===== src/rtl/uart_tb_pkg.sv =====
// Shared types and constants for the UART RX scoreboard.
package uart_tb_pkg;

    typedef enum logic [1:0] {
        IDLE,
        WAIT_RX,
        HALT
    } t_sb_state;

    localparam int C_PAR_NONE = 0;
    localparam int C_PAR_EVEN = 1;
    localparam int C_PAR_ODD  = 2;

endpackage


===== src/rtl/sync_fifo_sb.sv =====
// Synchronous show-ahead FIFO holding the expected byte queue.
module sync_fifo_sb #(
    parameter int G_WIDTH = 8,
    parameter int G_DEPTH = 16
) (
    input  logic                       clk,
    input  logic                       rst,
    input  logic                       flush,
    input  logic                       push,
    input  logic                       pop,
    input  logic [G_WIDTH-1:0]         wr_data,
    output logic [G_WIDTH-1:0]         rd_data,
    output logic                       full,
    output logic                       empty,
    output logic [$clog2(G_DEPTH):0]   level
);

    localparam int AW = $clog2(G_DEPTH);
    localparam int LW = AW + 1;

    logic [G_WIDTH-1:0] mem [G_DEPTH];
    logic [AW-1:0]      wr_ptr;
    logic [AW-1:0]      rd_ptr;
    logic               push_en;
    logic               pop_en;

    assign full    = level == LW'(G_DEPTH);
    assign empty   = level == '0;
    assign push_en = push && !full;
    assign pop_en  = pop && !empty;
    assign rd_data = mem[rd_ptr];

    always_ff @(posedge clk) begin
        if (rst || flush) begin
            wr_ptr <= '0;
            rd_ptr <= '0;
            level  <= '0;
        end else begin
            if (push_en) wr_ptr <= wr_ptr + AW'(1);
            if (pop_en)  rd_ptr <= rd_ptr + AW'(1);
            level <= level + LW'(push_en) - LW'(pop_en);
        end
    end

    always_ff @(posedge clk) begin
        if (push_en && !(rst || flush)) mem[wr_ptr] <= wr_data;
    end

endmodule


===== src/rtl/uart_rx_scoreboard.sv =====
// In-order compare of received UART bytes against an expected queue,
// with parity, unexpected-byte and timeout event reporting.
module uart_rx_scoreboard
    import uart_tb_pkg::*;
#(
    parameter int G_DATA_WIDTH     = 8,
    parameter int G_FIFO_DEPTH     = 16,
    parameter int G_PARITY         = 0,
    parameter int G_TIMEOUT_CYCLES = 200000,
    parameter int G_STOP_ON_ERR    = 0
) (
    input  logic                            clk,
    input  logic                            rst,
    input  logic                            i_clr,
    input  logic                            i_exp_valid,
    input  logic [G_DATA_WIDTH-1:0]         i_exp_data,
    output logic                            o_exp_ready,
    input  logic                            i_rx_done,
    input  logic [G_DATA_WIDTH-1:0]         i_rx_data,
    input  logic                            i_parity_rcvd,
    output logic                            o_match,
    output logic                            o_mismatch,
    output logic                            o_parity_err,
    output logic                            o_unexpected,
    output logic                            o_timeout,
    output logic                            o_overflow,
    output logic                            o_halted,
    output logic [G_DATA_WIDTH-1:0]         o_last_rcvd,
    output logic [G_DATA_WIDTH-1:0]         o_last_exp,
    output logic [15:0]                     o_nb_ok,
    output logic [15:0]                     o_nb_err,
    output logic [$clog2(G_FIFO_DEPTH):0]   o_level
);

    localparam int          LW         = $clog2(G_FIFO_DEPTH) + 1;
    localparam logic [31:0] C_TMO_LAST = 32'(G_TIMEOUT_CYCLES - 1);

    t_sb_state               state;
    logic [31:0]             tmo_cnt;
    logic [G_DATA_WIDTH-1:0] head;
    logic                    full;
    logic                    empty;
    logic                    push_en;
    logic                    pop;
    logic                    rx_live;
    logic                    in_wait;
    logic                    cmp;
    logic                    unexp;
    logic                    tmo_hit;
    logic                    data_ne;
    logic                    par_exp;
    logic                    par_bad;
    logic [1:0]              n_err;
    logic [16:0]             err_sum;

    sync_fifo_sb #(
        .G_WIDTH (G_DATA_WIDTH),
        .G_DEPTH (G_FIFO_DEPTH)
    ) u_fifo (
        .clk     (clk),
        .rst     (rst),
        .flush   (i_clr),
        .push    (i_exp_valid),
        .pop     (pop),
        .wr_data (i_exp_data),
        .rd_data (head),
        .full    (full),
        .empty   (empty),
        .level   (o_level)
    );

    assign o_exp_ready = !full;
    assign o_halted    = state == HALT;
    assign push_en     = i_exp_valid && !full;

    assign rx_live = i_rx_done && state != HALT;
    assign in_wait = state == WAIT_RX && !empty;
    assign cmp     = rx_live && in_wait;
    assign unexp   = rx_live && !in_wait;
    assign tmo_hit = G_TIMEOUT_CYCLES != 0 && in_wait && !i_rx_done
                     && tmo_cnt == C_TMO_LAST;
    assign data_ne = i_rx_data != head;
    assign par_exp = (G_PARITY == C_PAR_ODD) ? ~^i_rx_data : ^i_rx_data;
    assign par_bad = G_PARITY != C_PAR_NONE && rx_live
                     && i_parity_rcvd != par_exp;
    assign pop     = cmp || tmo_hit;

    // A byte may be both a data mismatch and a parity error: up to +2.
    assign n_err   = 2'(cmp && data_ne) + 2'(par_bad) + 2'(unexp) + 2'(tmo_hit);
    assign err_sum = {1'b0, o_nb_err} + 17'(n_err);

    always_ff @(posedge clk) begin
        if (rst || i_clr) begin
            state        <= IDLE;
            tmo_cnt      <= '0;
            o_match      <= 1'b0;
            o_mismatch   <= 1'b0;
            o_parity_err <= 1'b0;
            o_unexpected <= 1'b0;
            o_timeout    <= 1'b0;
            o_overflow   <= 1'b0;
            o_last_rcvd  <= '0;
            o_last_exp   <= '0;
            o_nb_ok      <= '0;
            o_nb_err     <= '0;
        end else begin
            o_match      <= cmp && !data_ne;
            o_mismatch   <= cmp && data_ne;
            o_parity_err <= par_bad;
            o_unexpected <= unexp;
            o_timeout    <= tmo_hit;
            if (i_exp_valid && full) o_overflow <= 1'b1;
            if (rx_live) o_last_rcvd <= i_rx_data;
            if (pop) o_last_exp <= head;
            if (cmp && !data_ne && o_nb_ok != 16'hFFFF) begin
                o_nb_ok <= o_nb_ok + 16'd1;
            end
            o_nb_err <= err_sum[16] ? 16'hFFFF : err_sum[15:0];
            unique case (state)
                IDLE: begin
                    tmo_cnt <= '0;
                    if (push_en) state <= WAIT_RX;
                end
                WAIT_RX: begin
                    tmo_cnt <= (i_rx_done || tmo_hit) ? '0 : tmo_cnt + 32'd1;
                    if (pop && !push_en && o_level == LW'(1)) state <= IDLE;
                end
                HALT: tmo_cnt <= '0;
                default: state <= IDLE;
            endcase
            if (G_STOP_ON_ERR != 0 && n_err != 2'd0) state <= HALT;
        end
    end

endmodule


===== config.mk =====
export PLATFORM = sky130hd
export DESIGN_NAME = uart_rx_scoreboard
export DESIGN_NICKNAME = d
export VERILOG_FILES = /design/src/rtl/uart_tb_pkg.sv /design/src/rtl/sync_fifo_sb.sv /design/src/rtl/uart_rx_scoreboard.sv
export SDC_FILE = /design/constraint.sdc
export NUM_CORES = 1
export LEC_CHECK = 0
export ABC_AREA = 1
export BUFFER_PORTS_ARGS = -buffer_cell sky130_fd_sc_hd__buf_4
export CAP_MARGIN = 40
export CELL_PAD_IN_SITES_DETAIL_PLACEMENT = 1
export CELL_PAD_IN_SITES_GLOBAL_PLACEMENT = 2
export CORE_ASPECT_RATIO = 0.5
export CORE_MARGIN = 3
export CORE_UTILIZATION = 33
export DETAILED_ROUTE_END_ITERATION = 12
export PLACE_DENSITY_LB_ADDON = 0.1
export SYNTH_ARGS = -nofsm -noshare
export SYNTH_HDL_FRONTEND = slang
export SYNTH_SLANG_ARGS = --single-unit

===== constraint.sdc =====
create_clock -name clk -period 4.3 [get_ports clk]
set_clock_uncertainty 0.2 [all_clocks]
set_input_delay 0.86 -clock clk [delete_from_list [all_inputs] [get_ports clk]]
set_output_delay 0.86 -clock clk [all_outputs]
set_load 0.02 [all_outputs]

======== Word-level counts from Yosys, hierarchy flattened ========
Memory sizes are Yosys's and may differ from the RTL's. A register that Yosys moved wholly into a read port is not among the register bits.
Index checks and enable logic that the tools add are counted.
storage, ports and cells
  register bits after elaboration ......... 100
  memory bits (writable) .................. 128
  input port bits ......................... 22
  output and inout port bits .............. 61
  logic and storage cells ................. 75
  memories ................................ 1
memory list
  memory      words  width  rd ports  clocked after Yosys merged registers in  wr ports  RTL line            text
  u_fifo.mem  16     8      1         1                                        1         sync_fifo_sb.sv:21  logic [G_WIDTH-1:0] mem [G_DEPTH];
cells by class
  add/sub/neg operators ................... 9
  equal/unequal tests ..................... 10
  muxes and demuxes ....................... 10
  bitwise operators ....................... 1
  reductions and logical operators ........ 30
operator list
  cell                                                    count
  case mux 32 bit (2 select lines)                        1
  adder 32 x 1 -> 32 bit (second input constant)          1
  equality test 32 x 18 -> 1 bit (second input constant)  1
  two-way mux 32 bit                                      1
  adder 16 x 2 -> 17 bit                                  1
  adder 16 x 1 -> 16 bit (second input constant)          1
  two-way mux 16 bit                                      1
  != test 16 bit (second input constant)                  1
  logical AND 1 bit                                       15
  adder 4 x 1 -> 4 bit (second input constant)            2
  two-way mux 4 bit                                       2
  != test 8 bit                                           1
  logical NOT 1 bit                                       7
  case mux 2 bit (3 select lines)                         1
  adder 5 x 1 -> 5 bit                                    1
  equality test 5 x 1 -> 1 bit (second input constant)    1
  equality test 5 bit (second input constant)             1
  logical NOT 5 bit                                       1
  subtractor 5 x 1 -> 5 bit                               1
  two-way mux 2 bit                                       2
  != test 2 bit (second input constant)                   2
  logical OR 1 bit                                        3
  AND reduction 3 bit                                     1
  adder 1 x 1 -> 2 bit                                    1
  other kinds (9)                                         10

======== Depth between registers and ports, before layout ========
  depth in word-level cells ............... 10
  mapped depth ............................ 28
  gate-level depth less buffers ........... 26

======== Modules after synthesis ========
Synthesis repeated with hierarchy kept, for this count alone.
second synthesis, totals
  cells, all modules ...................... 1331
  area, all modules ....................... 11134.4 µm²
by module, submodules not included
  module              instances  cells an instance  area an instance (µm²)  sequential area each (µm²)
  sync_fifo_sb        1          653                6467.5                  4184.0
  uart_rx_scoreboard  1          678                4667.0                  1721.7

======== Worst setup path after synthesis ========
No wires, ideal clock.
  path kind ............................... reg-to-reg
  start point ............................. register with a tool-made name
  end point ............................... register o_nb_err[13]
  setup time .............................. 0.058 ns
  arrival time ............................ 3.935 ns
  data required time ...................... 4.042 ns
  slack ................................... 0.107 ns
  stages on the path, launching flop included .. 28
  path buffers ............................ 2
  period minus slack after synthesis ...... 4.193 ns
  cells stage by stage .................... dfxtp_1 -> inv_2 -> clkbuf_1 -> nand2_1 -> nand3_1 -> nand3_1 -> nand3_1 -> nand2_1 -> nand2_1 -> nand2_1 -> nor2_1 -> nand2_1 -> nor2_4 -> buf_4 -> nor2_1 -> fa_1 -> ha_1 -> fa_1 -> nand2_1 -> nor3_1 -> nand3_1 -> nor2_1 -> inv_1 -> nor2_1 -> clkinv_1 -> o21ai_0 -> o21ai_0 -> inv_1
RTL lines
  what                  RTL line                   text
  to (signal assigned)  uart_rx_scoreboard.sv:118  o_nb_err <= err_sum[16] ? 16'hFFFF : err_sum[15:0];
  to (decl)             uart_rx_scoreboard.sv:31   output logic [15:0] o_nb_err,

==> flow_summary.ini <==
[sta]
maxSlewHeadroom_pct = 44.4
worst_pin_slew_ps = 830
setup_viol = 0
finalCritPeriodShare_pct = 93.8
fmax_mhz = 248
fin_ws_ps = 269
final_hold_viol_count = 0
finalCriticalPeriod_ps = 4030
slew_viol_final = 0

[clock_network]
htreeDepth = 1
cts-root-buf = clkbuf_16
path_clk_slew_ps = 60
clock_path_buffers = 3
cts_tree = done
clock_latency_ps = 540
cts_buffers = 24
hold_buffers = 0
cts_num_sinks = 231

[finish]
fillers = 3629
n_antenna_cell = 0
layout_common_cells = nand2_1 (312), inv_1 (168), buf_4 (148), nor2_1 (134), edfxtp_1 (128)
fin_nets = 1425
area_growth_pct = 24.1
final_area_sq_mm = 0.0131
finish.utilization_pct = 42.4
layout_commonest_cell = nand2_1
drive_gt1_share_pct = 17.4

[status]
status = finished clean

[yosys]
avgSynthCellArea_sq_um = 8.52
syn_inst = 1240
yosys_warnings = 0
synth-seq-cells = 231
synth-main-ff-cell = edfxtp_1
ys_async_sr_fraction_pct = 0
yosysSeqAreaShare_pct = 55.9
yosys.cell_types.count = 39
synth_edf_count = 128
synth_area_sq_mm = 0.0106

[drt]
avgRoutedWirePerCell_um = 16.5
routed-via-count = 8692
routed_wl_mm = 30.2
vias_per_cell = 4.76
dr.pass1.iters = 4
drt_first_iter_violations = 314
postRouteAntennaNets = 0
route.detailed.drc = 0

[global_routing]
use_met3_pct = 2.77
antenna_found_initial = 0
grt_start_max_net_pins = 51
grt_use_met2_pct = 30.9
grt_overflow = 0
grt_pass1_vias = 9138
gr-max-usage-layer = met2
globalRouteMet1Util_pct = 23.0
grt_pass1_wl_mm = 48.5
grt_util_all_layers_pct = 17.6

[placement]
portBuffers = 79
place_congestion = 0.784
dpl.hpwl_mm = 21.4
placed_area_sq_mm = 0.0121
dp_slack_ps = -293

[floorplanning]
dieArea_sq_mm = 0.0343
die_w_um = 259
core_area_sq_mm = 0.0309
start_util_pct = 34.2
pin_count = 83
rows = 45
die_h_um = 133

[setup_path]
critPathCaptureType = flip-flop
rr_worst_depth = 26
cp.arrival_ps = 4310
path_class = reg -> reg
r2r_slack_ps = 270
worst_r2r_endpoint = o_nb_err[10]
crit_fanout = 16
required_ps = 4570
startpoint_type = flip-flop

[hold_path]
hold-path-endpoint = tmo_cnt[0]
hold_class = reg -> reg
hold_path_depth = 1
hold_start = tmo_cnt[0]

[power]
p_total_mw = 4.59
pwr_density_cell_mw_per_mm2 = 350
power_leakage_nw = 5.55
peakVddDrop_v = 0.000256

[run]
cap_violations = 0
-- flip-flops by register name, summed over array words and instances, names as in the netlist, named ones only --
signal and count:
u_fifo.mem 128, tmo_cnt 32, o_nb_err 16, o_nb_ok 16, o_last_exp 8, o_last_rcvd 8, u_fifo.level 5, u_fifo.rd_ptr 4
u_fifo.wr_ptr 4, o_match 1, o_mismatch 1, o_overflow 1, o_timeout 1, o_unexpected 1, state 1
-- synthesized netlist by cell type, types with 2 or more instances --
cell type	count	area share, %
a21oi_1	36	1.7
a31oi_1	9	0.53
and3_1	2	0.12
buf_1	2	0.071
buf_2	11	0.52
buf_4	9	0.64
buf_6	3	0.32
clkbuf_1	16	0.57
dfxtp_1	103	20
edfxtp_1	128	36
fa_1	3	0.57
ha_1	15	1.8
inv_1	169	6.0
inv_2	2	0.071
nand2_1	314	11
nand3_1	114	5.4
nand4_1	32	1.9
nor2_1	139	4.9
nor2_2	11	0.65
nor3_1	30	1.4
nor3b_1	8	0.57
nor4_1	5	0.30
o21a_1	2	0.14
o21ai_0	42	2.0
or2_2	2	0.12
xnor2_1	3	0.25
xor2_1	18	1.5
-- per-layer routing --
| layer | share of wire (%) | wire [um] |
|---|---|---|
| met1 | 47 | 14100 |
| met2 | 49 | 14700 |
| met3 | 2.3 | 709 |
| met4 | 2.1 | 645 |
| met5 | 0 | 0 |
-- cell families after synthesis --
family,synth area share [%]
buf+inv,8.23
xor+xnor,1.74
flops,55.9
simple gates,27.0
fa+ha+maj,2.34
other cells,0.0355
compound gates,4.78
-- power by group --
group	leakage, nW	internal, mW	switching (mW)
logic	3.20	0.0724	0.135
registers	1.98	2.34	0.00955
clock network	0.365	1.14	0.892
-- layout make-up --
| class | instances | area (sq um) | area share, % |
|---|---|---|---|
| flip-flops and latches | 231 | 5910 | 45.1 |
| multi-input cells | 797 | 3960 | 30.2 |
| clock buffers | 28 | 616 | 4.70 |
| inverters | 172 | 653 | 4.98 |
| clock inverters | 16 | 130 | 0.993 |
| repair buffers | 159 | 1310 | 9.98 |
| well taps | 423 | 529 | 4.04 |
-- critical path: stages (launching register included) --
cell and delay [ps]:
dfxtp_4 390, inv_4 60, bufbuf_16 290, nand2_1 60, nand3_1 90, nand3_2 100, nand3_4 110, buf_6 150
nand3_1 70, nand2_1 60, nor2_2 110, nand2_2 70, nor2_4 120, nor2_1 70, fa_1 490, ha_2 190
fa_2 210, nand2_2 80, nor3_4 160, nand3_2 130, buf_4 160, nor3_1 120, inv_1 100, buf_4 140
nor2_1 70, o21ai_0 90, inv_1 80
-- stage by stage --
step           hold WS, ps  cells  TNS (ps)
2_1_floorplan          218   1241         0
3_3_place_gp           229   1765      -745
3_5_place_dp           244   1773     -2510
4_1_cts                263   1824         0
5_1_grt                278   1826     -16.0
6_report               260   1826         0
-- what timing repair did --
item / 4_1_cts / 5_1_grt
setup buffers: 6 / 3
cloned: 1 / 0
gates resized for setup: 26 / 22
pin swaps: 10 / 10
setup endpoints to repair: 16 / 16
-- how the worst max path moves through the flow --
stage              endpoint  startpoint  cells past startpoint  slack (ps)
6_report       o_nb_err[10]   flip-flop                     26         270
3_5_place_dp    o_nb_err[8]   flip-flop                     26        -290
3_3_place_gp    o_nb_err[3]   flip-flop                     26        -100
5_1_grt        o_nb_err[13]   flip-flop                     25          -8
4_1_cts         o_nb_err[9]   flip-flop                     26           6
2_1_floorplan  o_nb_err[13]   flip-flop                     27         110
No activity file was read; power rests on OpenSTA's default activity.
